===== src/rtl/route_comp_torus.sv =====
// route_comp_torus: route computation stage for a 3-D torus router.
// Accepts flits from upstream, picks an output direction for each packet
// (minimal torus routing, dimension order XYZ or ZYX), and presents the
// flit unmodified with its direction on a registered output. Body flits
// follow the direction latched from their head (wormhole). Buffering is
// one output register plus one skid register.
//
// Ports:
//   clk, rst            - clock, synchronous active-high reset
//   in_valid/in_ready   - upstream handshake (in_ready is registered)
//   in_flit             - upstream flit, FLIT_W bits
//   out_valid/out_ready - downstream handshake
//   out_flit            - accepted flit, unmodified
//   out_dir             - 0 INJECT, 1 XPOS, 2 YPOS, 3 ZPOS, 4 XNEG, 5 YNEG, 6 ZNEG, 7 EJECT
//   out_eject           - out_valid && out_dir == EJECT
//   err                 - one-cycle pulse on a dropped flit or a head inside a packet
//   pkt_cnt             - saturating count of routed heads
module route_comp_torus #(
  parameter int CUR_X      = 0,
  parameter int CUR_Y      = 0,
  parameter int CUR_Z      = 0,
  parameter int XSIZE      = 4,
  parameter int YSIZE      = 4,
  parameter int ZSIZE      = 4,
  parameter int COORD_W    = 3,
  parameter int FLIT_W     = 85,
  parameter int DST_POS    = 72,
  parameter int HEAD_POS   = 83,
  parameter int TAIL_POS   = 84,
  parameter int ROUTE_MODE = 0
) (
  input  logic              clk,
  input  logic              rst,
  input  logic              in_valid,
  input  logic [FLIT_W-1:0] in_flit,
  output logic              in_ready,
  output logic              out_valid,
  output logic [FLIT_W-1:0] out_flit,
  input  logic              out_ready,
  output logic [2:0]        out_dir,
  output logic              out_eject,
  output logic              err,
  output logic [15:0]       pkt_cnt
);

  // One extra bit so a size of 1<<COORD_W and the modular sum never overflow.
  typedef logic [COORD_W:0] crd_t;

  localparam crd_t CX = crd_t'(CUR_X);
  localparam crd_t CY = crd_t'(CUR_Y);
  localparam crd_t CZ = crd_t'(CUR_Z);
  localparam crd_t SX = crd_t'(XSIZE);
  localparam crd_t SY = crd_t'(YSIZE);
  localparam crd_t SZ = crd_t'(ZSIZE);

  localparam logic [2:0] DIR_NONE  = 3'd0;
  localparam logic [2:0] DIR_XPOS  = 3'd1;
  localparam logic [2:0] DIR_YPOS  = 3'd2;
  localparam logic [2:0] DIR_ZPOS  = 3'd3;
  localparam logic [2:0] DIR_XNEG  = 3'd4;
  localparam logic [2:0] DIR_YNEG  = 3'd5;
  localparam logic [2:0] DIR_ZNEG  = 3'd6;
  localparam logic [2:0] DIR_EJECT = 3'd7;

  typedef enum logic [0:0] {IDLE = 1'b0, PKT = 1'b1} state_t;

  // Direction for one dimension; DIR_NONE when already aligned.
  // delta = (dst - cur) mod size, with dst and cur both below size.
  function automatic logic [2:0] dim_dir(input crd_t dst, input crd_t cur, input crd_t size,
                                         input logic [2:0] pos, input logic [2:0] neg);
    crd_t delta;
    if (dst >= cur) begin
      delta = dst - cur;
    end else begin
      delta = (size - cur) + dst;
    end
    if (delta == {(COORD_W+1){1'b0}}) begin
      dim_dir = DIR_NONE;
    end else if (delta <= (size >> 1)) begin
      dim_dir = pos;
    end else begin
      dim_dir = neg;
    end
  endfunction

  state_t              state_r;
  logic [2:0]          lat_dir_r;
  logic [15:0]         pkt_cnt_r;
  logic                err_r;
  logic                in_ready_r;
  logic                out_valid_r;
  logic [FLIT_W-1:0]   out_flit_r;
  logic [2:0]          out_dir_r;
  logic                out_eject_r;
  logic                skid_valid_r;
  logic [FLIT_W-1:0]   skid_flit_r;
  logic [2:0]          skid_dir_r;

  crd_t                dst_x_s, dst_y_s, dst_z_s;
  logic [2:0]          dx_s, dy_s, dz_s, first_s, last_s, route_dir_s, fwd_dir_s;
  logic                is_head_s, is_tail_s, dst_bad_s, accept_s, drop_s, fwd_s, err_ev_s;
  logic                out_load_s, out_valid_n, skid_valid_n;
  logic [FLIT_W-1:0]   out_flit_n, skid_flit_n;
  logic [2:0]          out_dir_n, skid_dir_n;

  assign in_ready  = in_ready_r;
  assign out_valid = out_valid_r;
  assign out_flit  = out_flit_r;
  assign out_dir   = out_dir_r;
  assign out_eject = out_eject_r;
  assign err       = err_r;
  assign pkt_cnt   = pkt_cnt_r;

  // Route decode of the incoming flit and accept/drop classification.
  always_comb begin
    dst_x_s   = {1'b0, in_flit[DST_POS +: COORD_W]};
    dst_y_s   = {1'b0, in_flit[DST_POS + COORD_W +: COORD_W]};
    dst_z_s   = {1'b0, in_flit[DST_POS + 2*COORD_W +: COORD_W]};
    is_head_s = in_flit[HEAD_POS];
    is_tail_s = in_flit[TAIL_POS];
    dst_bad_s = (dst_x_s >= SX) || (dst_y_s >= SY) || (dst_z_s >= SZ);
    dx_s      = dim_dir(dst_x_s, CX, SX, DIR_XPOS, DIR_XNEG);
    dy_s      = dim_dir(dst_y_s, CY, SY, DIR_YPOS, DIR_YNEG);
    dz_s      = dim_dir(dst_z_s, CZ, SZ, DIR_ZPOS, DIR_ZNEG);
    first_s   = (ROUTE_MODE == 0) ? dx_s : dz_s;
    last_s    = (ROUTE_MODE == 0) ? dz_s : dx_s;
    if (first_s != DIR_NONE) begin
      route_dir_s = first_s;
    end else if (dy_s != DIR_NONE) begin
      route_dir_s = dy_s;
    end else if (last_s != DIR_NONE) begin
      route_dir_s = last_s;
    end else begin
      route_dir_s = DIR_EJECT;
    end
    accept_s  = in_valid && in_ready_r;
    // Heads stand or fall on their destination; non-heads are only legal inside a packet.
    drop_s    = is_head_s ? dst_bad_s : (state_r == IDLE);
    fwd_s     = accept_s && !drop_s;
    fwd_dir_s = is_head_s ? route_dir_s : lat_dir_r;
    err_ev_s  = accept_s && (drop_s || (is_head_s && (state_r == PKT)));
  end

  // Next-state of the output register and skid register.
  always_comb begin
    out_load_s   = !out_valid_r || out_ready;
    out_valid_n  = out_valid_r;
    out_flit_n   = out_flit_r;
    out_dir_n    = out_dir_r;
    skid_valid_n = skid_valid_r;
    skid_flit_n  = skid_flit_r;
    skid_dir_n   = skid_dir_r;
    if (out_load_s) begin
      // The skid holds the older flit; in_ready was low while it was full.
      if (skid_valid_r) begin
        out_valid_n  = 1'b1;
        out_flit_n   = skid_flit_r;
        out_dir_n    = skid_dir_r;
        skid_valid_n = 1'b0;
      end else if (fwd_s) begin
        out_valid_n = 1'b1;
        out_flit_n  = in_flit;
        out_dir_n   = fwd_dir_s;
      end else begin
        out_valid_n = 1'b0;
      end
    end else begin
      if (fwd_s) begin
        skid_valid_n = 1'b1;
        skid_flit_n  = in_flit;
        skid_dir_n   = fwd_dir_s;
      end else begin
        skid_valid_n = skid_valid_r;
      end
    end
  end

  // Output/skid registers and the registered ready.
  always_ff @(posedge clk) begin
    if (rst) begin
      in_ready_r   <= 1'b0;
      out_valid_r  <= 1'b0;
      out_flit_r   <= {FLIT_W{1'b0}};
      out_dir_r    <= 3'd0;
      out_eject_r  <= 1'b0;
      skid_valid_r <= 1'b0;
      skid_flit_r  <= {FLIT_W{1'b0}};
      skid_dir_r   <= 3'd0;
    end else begin
      in_ready_r   <= !skid_valid_n;
      out_valid_r  <= out_valid_n;
      out_flit_r   <= out_flit_n;
      out_dir_r    <= out_dir_n;
      out_eject_r  <= out_valid_n && (out_dir_n == DIR_EJECT);
      skid_valid_r <= skid_valid_n;
      skid_flit_r  <= skid_flit_n;
      skid_dir_r   <= skid_dir_n;
    end
  end

  // Packet FSM: latched route, head counter and error pulse.
  always_ff @(posedge clk) begin
    if (rst) begin
      state_r   <= IDLE;
      lat_dir_r <= 3'd0;
      pkt_cnt_r <= 16'd0;
      err_r     <= 1'b0;
    end else begin
      err_r <= err_ev_s;
      if (accept_s) begin
        case (state_r)
          IDLE, PKT: begin
            if (is_head_s) begin
              if (dst_bad_s) begin
                state_r <= IDLE;
              end else begin
                lat_dir_r <= route_dir_s;
                if (pkt_cnt_r != 16'hFFFF) begin
                  pkt_cnt_r <= pkt_cnt_r + 16'd1;
                end else begin
                  pkt_cnt_r <= pkt_cnt_r;
                end
                state_r <= is_tail_s ? IDLE : PKT;
              end
            end else if ((state_r == PKT) && is_tail_s) begin
              state_r <= IDLE;
            end else begin
              state_r <= state_r;
            end
          end
          default: state_r <= IDLE;
        endcase
      end else begin
        state_r <= state_r;
      end
    end
  end

endmodule


===== config.mk =====
export PLATFORM = sky130hd
export DESIGN_NAME = route_comp_torus
export DESIGN_NICKNAME = d
export VERILOG_FILES = /design/src/rtl/route_comp_torus.sv
export SDC_FILE = /design/constraint.sdc
export NUM_CORES = 1
export LEC_CHECK = 0
export BUFFER_PORTS_ARGS = -buffer_cell sky130_fd_sc_hd__clkbuf_2
export CORE_MARGIN = 5
export CORE_UTILIZATION = 51
export DETAILED_ROUTE_END_ITERATION = 8
export PLACE_DENSITY = 0.79
export SYNTH_ARGS = -nofsm -noshare
export SYNTH_HDL_FRONTEND = slang
export SYNTH_SLANG_ARGS = --single-unit

===== constraint.sdc =====
create_clock -name clk -period 2.4 [get_ports clk]
set_input_delay 0.12 -clock clk [delete_from_list [all_inputs] [get_ports clk]]
set_output_delay 0.12 -clock clk [all_outputs]
set_load 0.005 [all_outputs]

# --- After elaboration in Yosys (flattened, before gate mapping) ---
# Index checks and enable logic that the tools add are counted.
totals:
  register_bits: 201
  out_inout_bits: 108
  wordCells: 75
op_classes:
  n_addsub: 1
  magnitude_cmp: 6
  n_eq_ne: 2
  muxes: 25
  n_bitwise: 3
  n_reduce_logical: 26
op_table:
  columns: ["cell", "count"]
  rows:
  - ["two-way mux 85 bit", 2]
  - ["two-way mux 3 bit", 13]
  - ["adder 16 x 1 -> 16 bit, second input constant", 1]
  - ["!= test 16 bit, second input constant", 1]
  - ["logical NOT 4 bit", 3]
  - ["two-way mux 1 bit", 10]
  - ["greater-or-equal comparator 3 bit, second input constant", 3]
  - ["less-or-equal comparator 3 x 2 -> 1 bit, second input constant", 3]
  - ["nonzero test 3 bit", 3]
  - ["logical AND 1 bit", 6]
  - ["AND reduction 2 bit", 3]
  - ["logical OR 1 bit", 4]
  - ["AND reduction 4 bit", 1]
  - ["nonzero test 2 bit", 2]
  - ["== test 3 bit, second input constant", 1]
  - ["logical NOT 1 bit", 3]
  - ["inverter 1 bit", 3]
  - ["AND reduction 3 bit", 1]

# --- Depth between registers and ports, before layout ---
# Gate-level depths: netlist (run 1).
depth:
  ltp_word: 13
  ltp_mapped: 9

# --- Worst setup path before layout (run 1) ---
# OpenSTA, ideal clock, no wires.
synth_timing:
  path_kind: "reg-to-reg"
  start: "register in_ready_r (netlist: in_ready)"
  end: "register skid_flit_r[10]"
  setup_time_ns: 0.132
  t_arrival_ns: 1.619
  path_slack_ns: 0.649
  stages_incl_launch_ff: 10
  path_buffers: 4
  synth_period_minus_slack_ns: 1.751
  cell_sequence: "dfxtp_1 and2_1 clkbuf_1 o21ai_2 or2_2 clkbuf_1 buf_2 buf_6 nand2_1 a21oi_1"
synth_between:
  elab_chain_cells: 3
synth_rtl:
  columns: ["item", "line", "source"]
  rows:
  - ["start, declared", "90", "logic in_ready_r;"]
  - ["start signal, assigned", "190", "in_ready_r <= !skid_valid_n;"]
  - ["logical AND 1 bit", "136", "accept_s = in_valid && in_ready_r;"]
  - ["logical AND 1 bit", "139", "fwd_s = accept_s && !drop_s;"]
  - ["AND reduction 2 bit (no source line)", null, null]
  - ["end signal, assigned", "187", "skid_flit_r <= {FLIT_W{1'b0}};"]
  - ["end signal, assigned", "196", "skid_flit_r <= skid_flit_n;"]
  - ["end, declared", "96", "logic [FLIT_W-1:0] skid_flit_r;"]
# Every way passes these cells.
# A chain may end at the register's enable or synchronous reset.

# --- Worst setup path after layout (run 1) ---
layout_timing:
  start: "input port in_flit[74]"
  end: "register out_flit_r[68] (netlist: out_flit[68])"
layout_between:
  elab_chain_cells: 8
layout_rtl:
  columns: ["item", "line", "source"]
  rows:
  - ["start, declared", "35", "input logic [FLIT_W-1:0] in_flit,"]
  - ["greater-or-equal comparator 3 bit", "121", "dst_bad_s = (dst_x_s >= SX) || (dst_y_s >= SY) || (dst_z_s >= SZ);"]
  - ["logical OR 1 bit (2 in a row)", "121", null]
  - ["two-way mux 1 bit", "138", "drop_s = is_head_s ? dst_bad_s : (state_r == IDLE);"]
  - ["logical NOT 1 bit", "139", null]
  - ["logical AND 1 bit", "139", null]
  - ["nonzero test 2 bit (no source line)", null, null]
  - ["AND reduction 2 bit (no source line)", null, null]
  - ["end signal, assigned", "183", "out_flit_r <= {FLIT_W{1'b0}};"]
  - ["end signal, assigned", "192", "out_flit_r <= out_flit_n;"]
  - ["end, declared", "92", "logic [FLIT_W-1:0] out_flit_r;"]
# Every way passes these cells.

==> metrics.txt, run 1 <==
RSZ-0062 raised after global routing=false; CP Data Required Time=2.77 ns; worst clock skew=0.0140 ns; Hold WC Path Type=in2reg; largest net degree at the start of global routing=98; Post-DP HPWL=12.8 mm; Cell Rows=46; CP endpoint kind=flip-flop; status=finished, final reports clean; cts bufs inserted=21; post-synthesis sequential area ratio=49.7%; MaxCap Viol Count=0; Die Ht=136 microns; Final period util=84.2%; vias in the first global route=7148; die width=136 microns; max-slew violation count=0; grt ovf=0; CORE AREA=0.0157 sq mm; setup_tns=0 ns; first-pass detailed-route iteration total=5; CTS Sinks=201; slew of the pin with the lowest slew margin=0.693 ns; Final Instance Area=0.0108 sq mm; Vias per Instance=5.31; PortBufs=196; Clock Pin Slew Worst Setup and Hold Paths=0.06 ns; clock buffer depth=3; Static Leak=3.90 nW; Worst-Skew Late Latency=0.48 ns; wire per inst=15.4 microns; Distinct cells, synth=42; FF-to-FF path depth=6; Tmin final=2.02 ns; Mapped Area=0.00810 sq mm; cell count after synthesis=928; Ports=197; All-Layer GR Usage=22.5%; DP Area=0.00922 sq mm; die area=0.0185 sq mm; Syn-to-layout area delta=33.3%; global-route wire length before repair=34.6 mm; final hold vios=0; Mapped Nets=1018; P per Cell Area=663 mW/mm^2; CTS tree=built; DRT iter0 DRCs=431; ratio of cells with drive above 1 in the final layout=20.9%; Initial Util=51.5%; Post-synth top flop=dfxtp_1; EDFF count, synth=0; remaining antenna violation count=0; Ys Warns=0; CP Max Fanout=97; WP data arrival=2.39 ns; Fmax achieved=495 MHz; Setup crit start kind=primary input; H-tree depth=1; # diodes=0; Peak supply drop=503 uV; total wire length=21.6 mm; most frequent cells in the layout=dfxtp_1 (200), clkbuf_2 (195), nand2_1 (182); ys async rst share=0%; gpl congestion=0.787; commonest non-fill, non-tap cell in the layout=dfxtp_1; critical path class=in2reg; initial antenna violation count=0; Hold Path Stages=2; Avg Cell Area, Syn=8.72 sq um; #FFs+latches synth=201; clk root buf=clkbuf_16; Final nets=1265; Setup-failing EPs final=0; DRC errors left=0; DR vias=7464; Worst slew margin=52.6%
[area by class of cell]
type | instances | area [sq um]
Inverter | 3 | 11.3
Fill cell | 1193 | 4920
Clock inverter | 3 | 65.1
Clock buffer | 34 | 656
Tap cell | 216 | 270
Timing Repair Buffer | 296 | 2030
Multi-Input combinational cell | 652 | 3740
Sequential cell | 201 | 4030
[synthesized netlist by cell type (2+ instances only)]
master    count  area (sq um)
xnor2_1      13           114
o21ai_0       5          25.0
clkbuf_1     42           158
or3_1         3          18.8
nand2_1     182           683
dfxtp_1     201          4020
mux2i_1      87           871
nor2b_1       4          25.0
nand4_1       6          37.5
and2_1        4          25.0
nand2b_1      2          12.5
nor4_1        3          18.8
buf_4         3          22.5
a21oi_1      94           470
nand3_1       5          25.0
and3_1        3          18.8
buf_6         3          33.8
a21o_1        3          22.5
nor3_1       17          85.1
buf_1         2          7.51
inv_1         3          11.3
buf_2        22           110
nor2_1      113           424
nor4b_1       2          17.5
a211oi_1     86           646
nor3b_1       4          30.0
[state kept, by name, summed over array words and instances (netlist names)]
register,flops
err,1
in_ready,1
lat_dir_r,3
out_dir,3
out_eject,1
out_flit,85
out_valid,1
pkt_cnt,16
skid_dir_r,3
skid_flit_r,85
skid_valid_r,1
state_r,1
[layer usage]
layer  routed length, microns  vias up  share of wire (%)  GRT usage, %
met5                        0        -                  0             0
met4                      724        0                3.3          8.62
met3                     1150       54                5.3          3.33
met2                    10900      221                 50          40.8
met1                     8850     3479                 41          26.9
li1                         -     3710                  -             -
[path summary, 6_finish.rpt]
path	from	to	slack [ns]
min reg2reg	skid_flit_r[61]	skid_flit_r[61]	0.45
max	in_flit[74]	out_flit[68]	0.38
max reg2reg	in_ready	out_flit[68]	0.44
min	rst	skid_flit_r[53]	0.11
[where the power goes]
part           leakage, nW  switching (mW)  internal (mW)  total (mW)
Sequential            1.62          0.0137           3.36        3.37
Clock                0.354            1.28           2.08        3.36
Combinational         1.93           0.206          0.219       0.425
Total                 3.90            1.50           5.65        7.15
[kinds of logic after synthesis]
logic type               share of synthesized area [%]
multiplexers                                      10.8
flip-flops                                        49.7
AO/OA/AOI/OAI                                     15.5
buffers and inverters                             4.23
XOR/XNOR                                          1.41
adder cells (fa/ha/maj)                          0.155
AND/OR/NAND/NOR                                   18.2
[worst max-delay path: stages]
cell and delay [ns]:
dlygate4sd3_1 0.54, clkbuf_2 0.17, nor4b_4 0.34, o21ai_2 0.17, a21oi_4 0.28, buf_12 0.34
nor2_1 0.07, a211oi_1 0.31
[stage by stage]
stage               instances  power [mW]  utilization (%)  hold WS [ns]  setup slack, ns
finish                   1405        7.15             68.7         0.112            0.379
floorplan                 928        3.59                -         0.256            0.649
global placement         1283        3.75             58.7         0.357            0.563
detailed placement       1283        3.75             58.7         0.361            0.490
CTS                      1405        7.20             68.7        0.0943            0.424
global route             1405        7.38             68.7         0.134            0.212
[what timing repair did]
item | CTS | global route
setup buffers | 0 | 0
hold endpoints to repair | 153 | 0
resized for setup | 0 | 0
hold buffers | 85 | 0
No activity file was read; power rests on OpenSTA's default activity.
==> run 2, diff against run 1 <==
--- a/config.mk
+++ b/config.mk
@@ -5,6 +5,7 @@
 export SDC_FILE = /design/constraint.sdc
 export NUM_CORES = 1
 export LEC_CHECK = 0
+export ABC_AREA = 1
 export BUFFER_PORTS_ARGS = -buffer_cell sky130_fd_sc_hd__clkbuf_2
 export CORE_MARGIN = 5
 export CORE_UTILIZATION = 51
==> constraint.sdc (replaced) <==
create_clock -name clk -period 2 [get_ports clk]
set_input_delay 0.1 -clock clk [delete_from_list [all_inputs] [get_ports clk]]
set_output_delay 0.1 -clock clk [all_outputs]
set_load 0.005 [all_outputs]
==> metrics.txt, run 2 <==
smallest hold slack=0.0829 ns (-0.0291 ns); Fill cells=1225 (+2.7%); Tmin final=1.86 ns; CORE AREA=0.0157 sq mm (unchanged); vias in the first global route=7781 (+8.9%); Static Leak=4.95 nW (+27%); Crit path top cell by count=nand2_1; global-route wire length before repair=37.4 mm (+8.1%); register share of total power=46.9% (-0.2 points); Worst-Skew Late Latency=0.50 ns (+0.02 ns); cell at the slowest stage of the critical path=dfxtp_2; CP endpoint kind=flip-flop; Final nets=1416 (+12%); EDFF count, synth=0 (unchanged); most common cell in the netlist=nand2_1; Clock Power Share=45.3% (-1.6 points); Mapped Nets=1169 (+15%); Cell Rows=46 (unchanged); post-synthesis sequential area ratio=49.8% (+0.12 points); final hold vios=0 (unchanged); remaining antenna violation count=0 (unchanged); Vias per Instance=5.39 (+1.5%); post-route setup slack=0.142 ns (-0.237 ns); CP Data Required Time=2.39 ns (-0.38 ns); Post-DP HPWL=12.8 mm (-0.23%); clk root buf=clkbuf_16; Peak supply drop=559 uV (+11%); clock buffer depth=3 (unchanged); DRC errors left=0 (unchanged); CTS tree=built; grt ovf=0 (unchanged); Sequential Area=0.00403 sq mm (about the same); wire per inst=15.5 microns (+0.87%); Internal=6.86 mW (+21%); H-tree depth=1 (unchanged); DRT iter0 DRCs=681 (+58%); Die Ht=136 microns (-0.12%); post-synth top area cell=dfxtp_1; utilization after layout=69.4% (+0.76 points); Hold WC Path Type=in2reg; Place WS=0.114 ns (-0.376 ns); Post-synth top flop=dfxtp_1; Initial Util=51.4% (-0.13 points); CTS Sinks=201 (unchanged); Distinct cells, synth=38 (-9.5%); leading cell types by count after synthesis=nand2_1 (236), dfxtp_1 (201), nor2_1 (178), o21ai_0 (175), a31oi_1 (85); MaxCap Viol Count=0 (unchanged); ys async rst share=0% (unchanged); worst clock skew=0.0266 ns (+0.0126 ns); P per Cell Area=810 mW/mm^2 (+22%); All-Layer GR Usage=24.2% (+1.6 points); Clock Pin Slew Worst Setup and Hold Paths=0.06 ns (about the same); sequence of cells on the critical path=ha_1 -> nand2_1 -> nor3_4 -> nand2_2 -> nor3_2 -> nand2_1 -> nand2_4 -> inv_2 -> o21ai_0 -> a21oi_2; Design Power=8.84 mW (+24%); PortBufs=196 (unchanged); critical path class=reg2reg; die area=0.0184 sq mm (-0.24%); Final period util=92.9%; share of the synthesized area in the top cell type=49.8% (+0.12 points); slew of the pin with the lowest slew margin=0.438 ns (-0.254 ns); WP data arrival=2.25 ns (-0.14 ns); most frequent cells in the layout=nand2_1 (235), dfxtp_1 (198), clkbuf_2 (196); #FFs+latches synth=201 (unchanged); Area contributors post-synth=dfxtp_1 (50%), nand2_1 (11%), o21ai_0 (11%); largest net degree at the start of global routing=99 (+1.0%); cts bufs inserted=21 (unchanged); Ports=197 (unchanged); ratio of cells with drive above 1 in the final layout=21.0% (+0.11 points); total wire length=24.2 mm (+12%); Ys Warns=0 (unchanged); status=finished, final reports clean; Syn-to-layout area delta=35.1%; initial antenna violation count=1 (+1); footprint of the multi-input gates=0.00356 sq mm (-4.8%); die width=136 microns (-0.12%); Fmax achieved=538 MHz; max-slew violation count=0 (unchanged); gpl congestion=0.873 (+11%); critical path's largest stage delay=0.37 ns (-0.17 ns); first-pass detailed-route iteration total=5 (unchanged); Switching Fraction=22.4% (+1.5 points); power share of the combinational group=7.8% (+1.9 points); Setup-failing EPs final=0 (unchanged); Mapped Area=0.00808 sq mm (-0.25%); CP Max Fanout=15 (-85%); commonest non-fill, non-tap cell in the layout=nand2_1; cell count after synthesis=1079 (+16%); Worst slew margin=70.8% (+18 points); Setup crit start kind=flip-flop; Avg Cell Area, Syn=7.48 sq um (-14%); DR vias=8410 (+13%); P_sw=1.98 mW (+32%)
run 2: power groups by stage:
stage	logic (mW)	clock network [mW]	registers [mW]
global route	0.751	4.23	4.15
detailed placement	0.509	0	4.23
global placement	0.501	0	4.23
floorplan	0.244	0	4.23
finish	0.688	4.00	4.15
CTS	0.648	4.08	4.14
run 2: kinds of logic after synthesis:
family                   synth area share, %
flip-flops                              49.8
AO/OA/AOI/OAI                           20.7
buffers and inverters                   6.15
XOR/XNOR                                1.08
adder cells (fa/ha/maj)                0.155
AND/OR/NAND/NOR                         22.1
run 2: timing repair:
| item | in CTS | in global routing |
|---|---|---|
| hold buffers | 88 | 0 |
| buffers inserted | 0 | 2 |
| gates resized for setup | 0 | 10 |
| hold endpoints to repair | 174 | 0 |
| endpoints found under the setup margin | 0 | 91 |
run 2: layout make-up:
| type | count | area share [%] |
|---|---|---|
| multi-input combinational | 762 | 32.6 |
| sequential | 201 | 36.9 |
| clock inverter | 7 | 0.894 |
| antenna | 3 | 0.0688 |
| timing repair inverter | 1 | 0.0459 |
| timing repair buffer | 302 | 19.9 |
| inverter | 37 | 1.36 |
| clock buffer | 30 | 5.68 |
| tap | 216 | 2.48 |
run 2: through the flow:
| step | std cells | area [sq um] | TNS, ns |
|---|---|---|---|
| after floorplan | 1079 | 8080 | 0 |
| after global placement | 1426 | 9200 | 0 |
| after detailed placement | 1426 | 9200 | 0 |
| after CTS | 1551 | 10800 | 0 |
| after global routing | 1557 | 10900 | -0.00935 |
| final | 1559 | 10900 | 0 |
run 2: final timing paths:
path	from	depth (start not counted)	slack [ns]	to
max	pkt_cnt[1]	10	0.14	pkt_cnt[10]
min reg2reg	skid_flit_r[0]	2	0.45	out_flit[0]
max reg2reg	pkt_cnt[1]	10	0.14	pkt_cnt[10]
min	rst	4	0.08	skid_flit_r[6]
run 2: metal layers:
metal | global-route usage (%) | share of wire [%] | up-vias
li1 | - | - | 4100
met1 | 31.1 | 41 | 3920
met2 | 41.4 | 50 | 333
met3 | 3.85 | 6.3 | 57
met4 | 8.34 | 2.7 | 0
met5 | 0 | 0 | -
run 2: worst max-delay path: cells and delay by family (launching register included):
family | cells | cell delay, ns
AND/OR/NAND/NOR | 6 | 0.82
buffers and inverters | 1 | 0.13
flip-flops | 1 | 0.37
adder cells (fa/ha/maj) | 1 | 0.17
AO/OA/AOI/OAI | 2 | 0.23
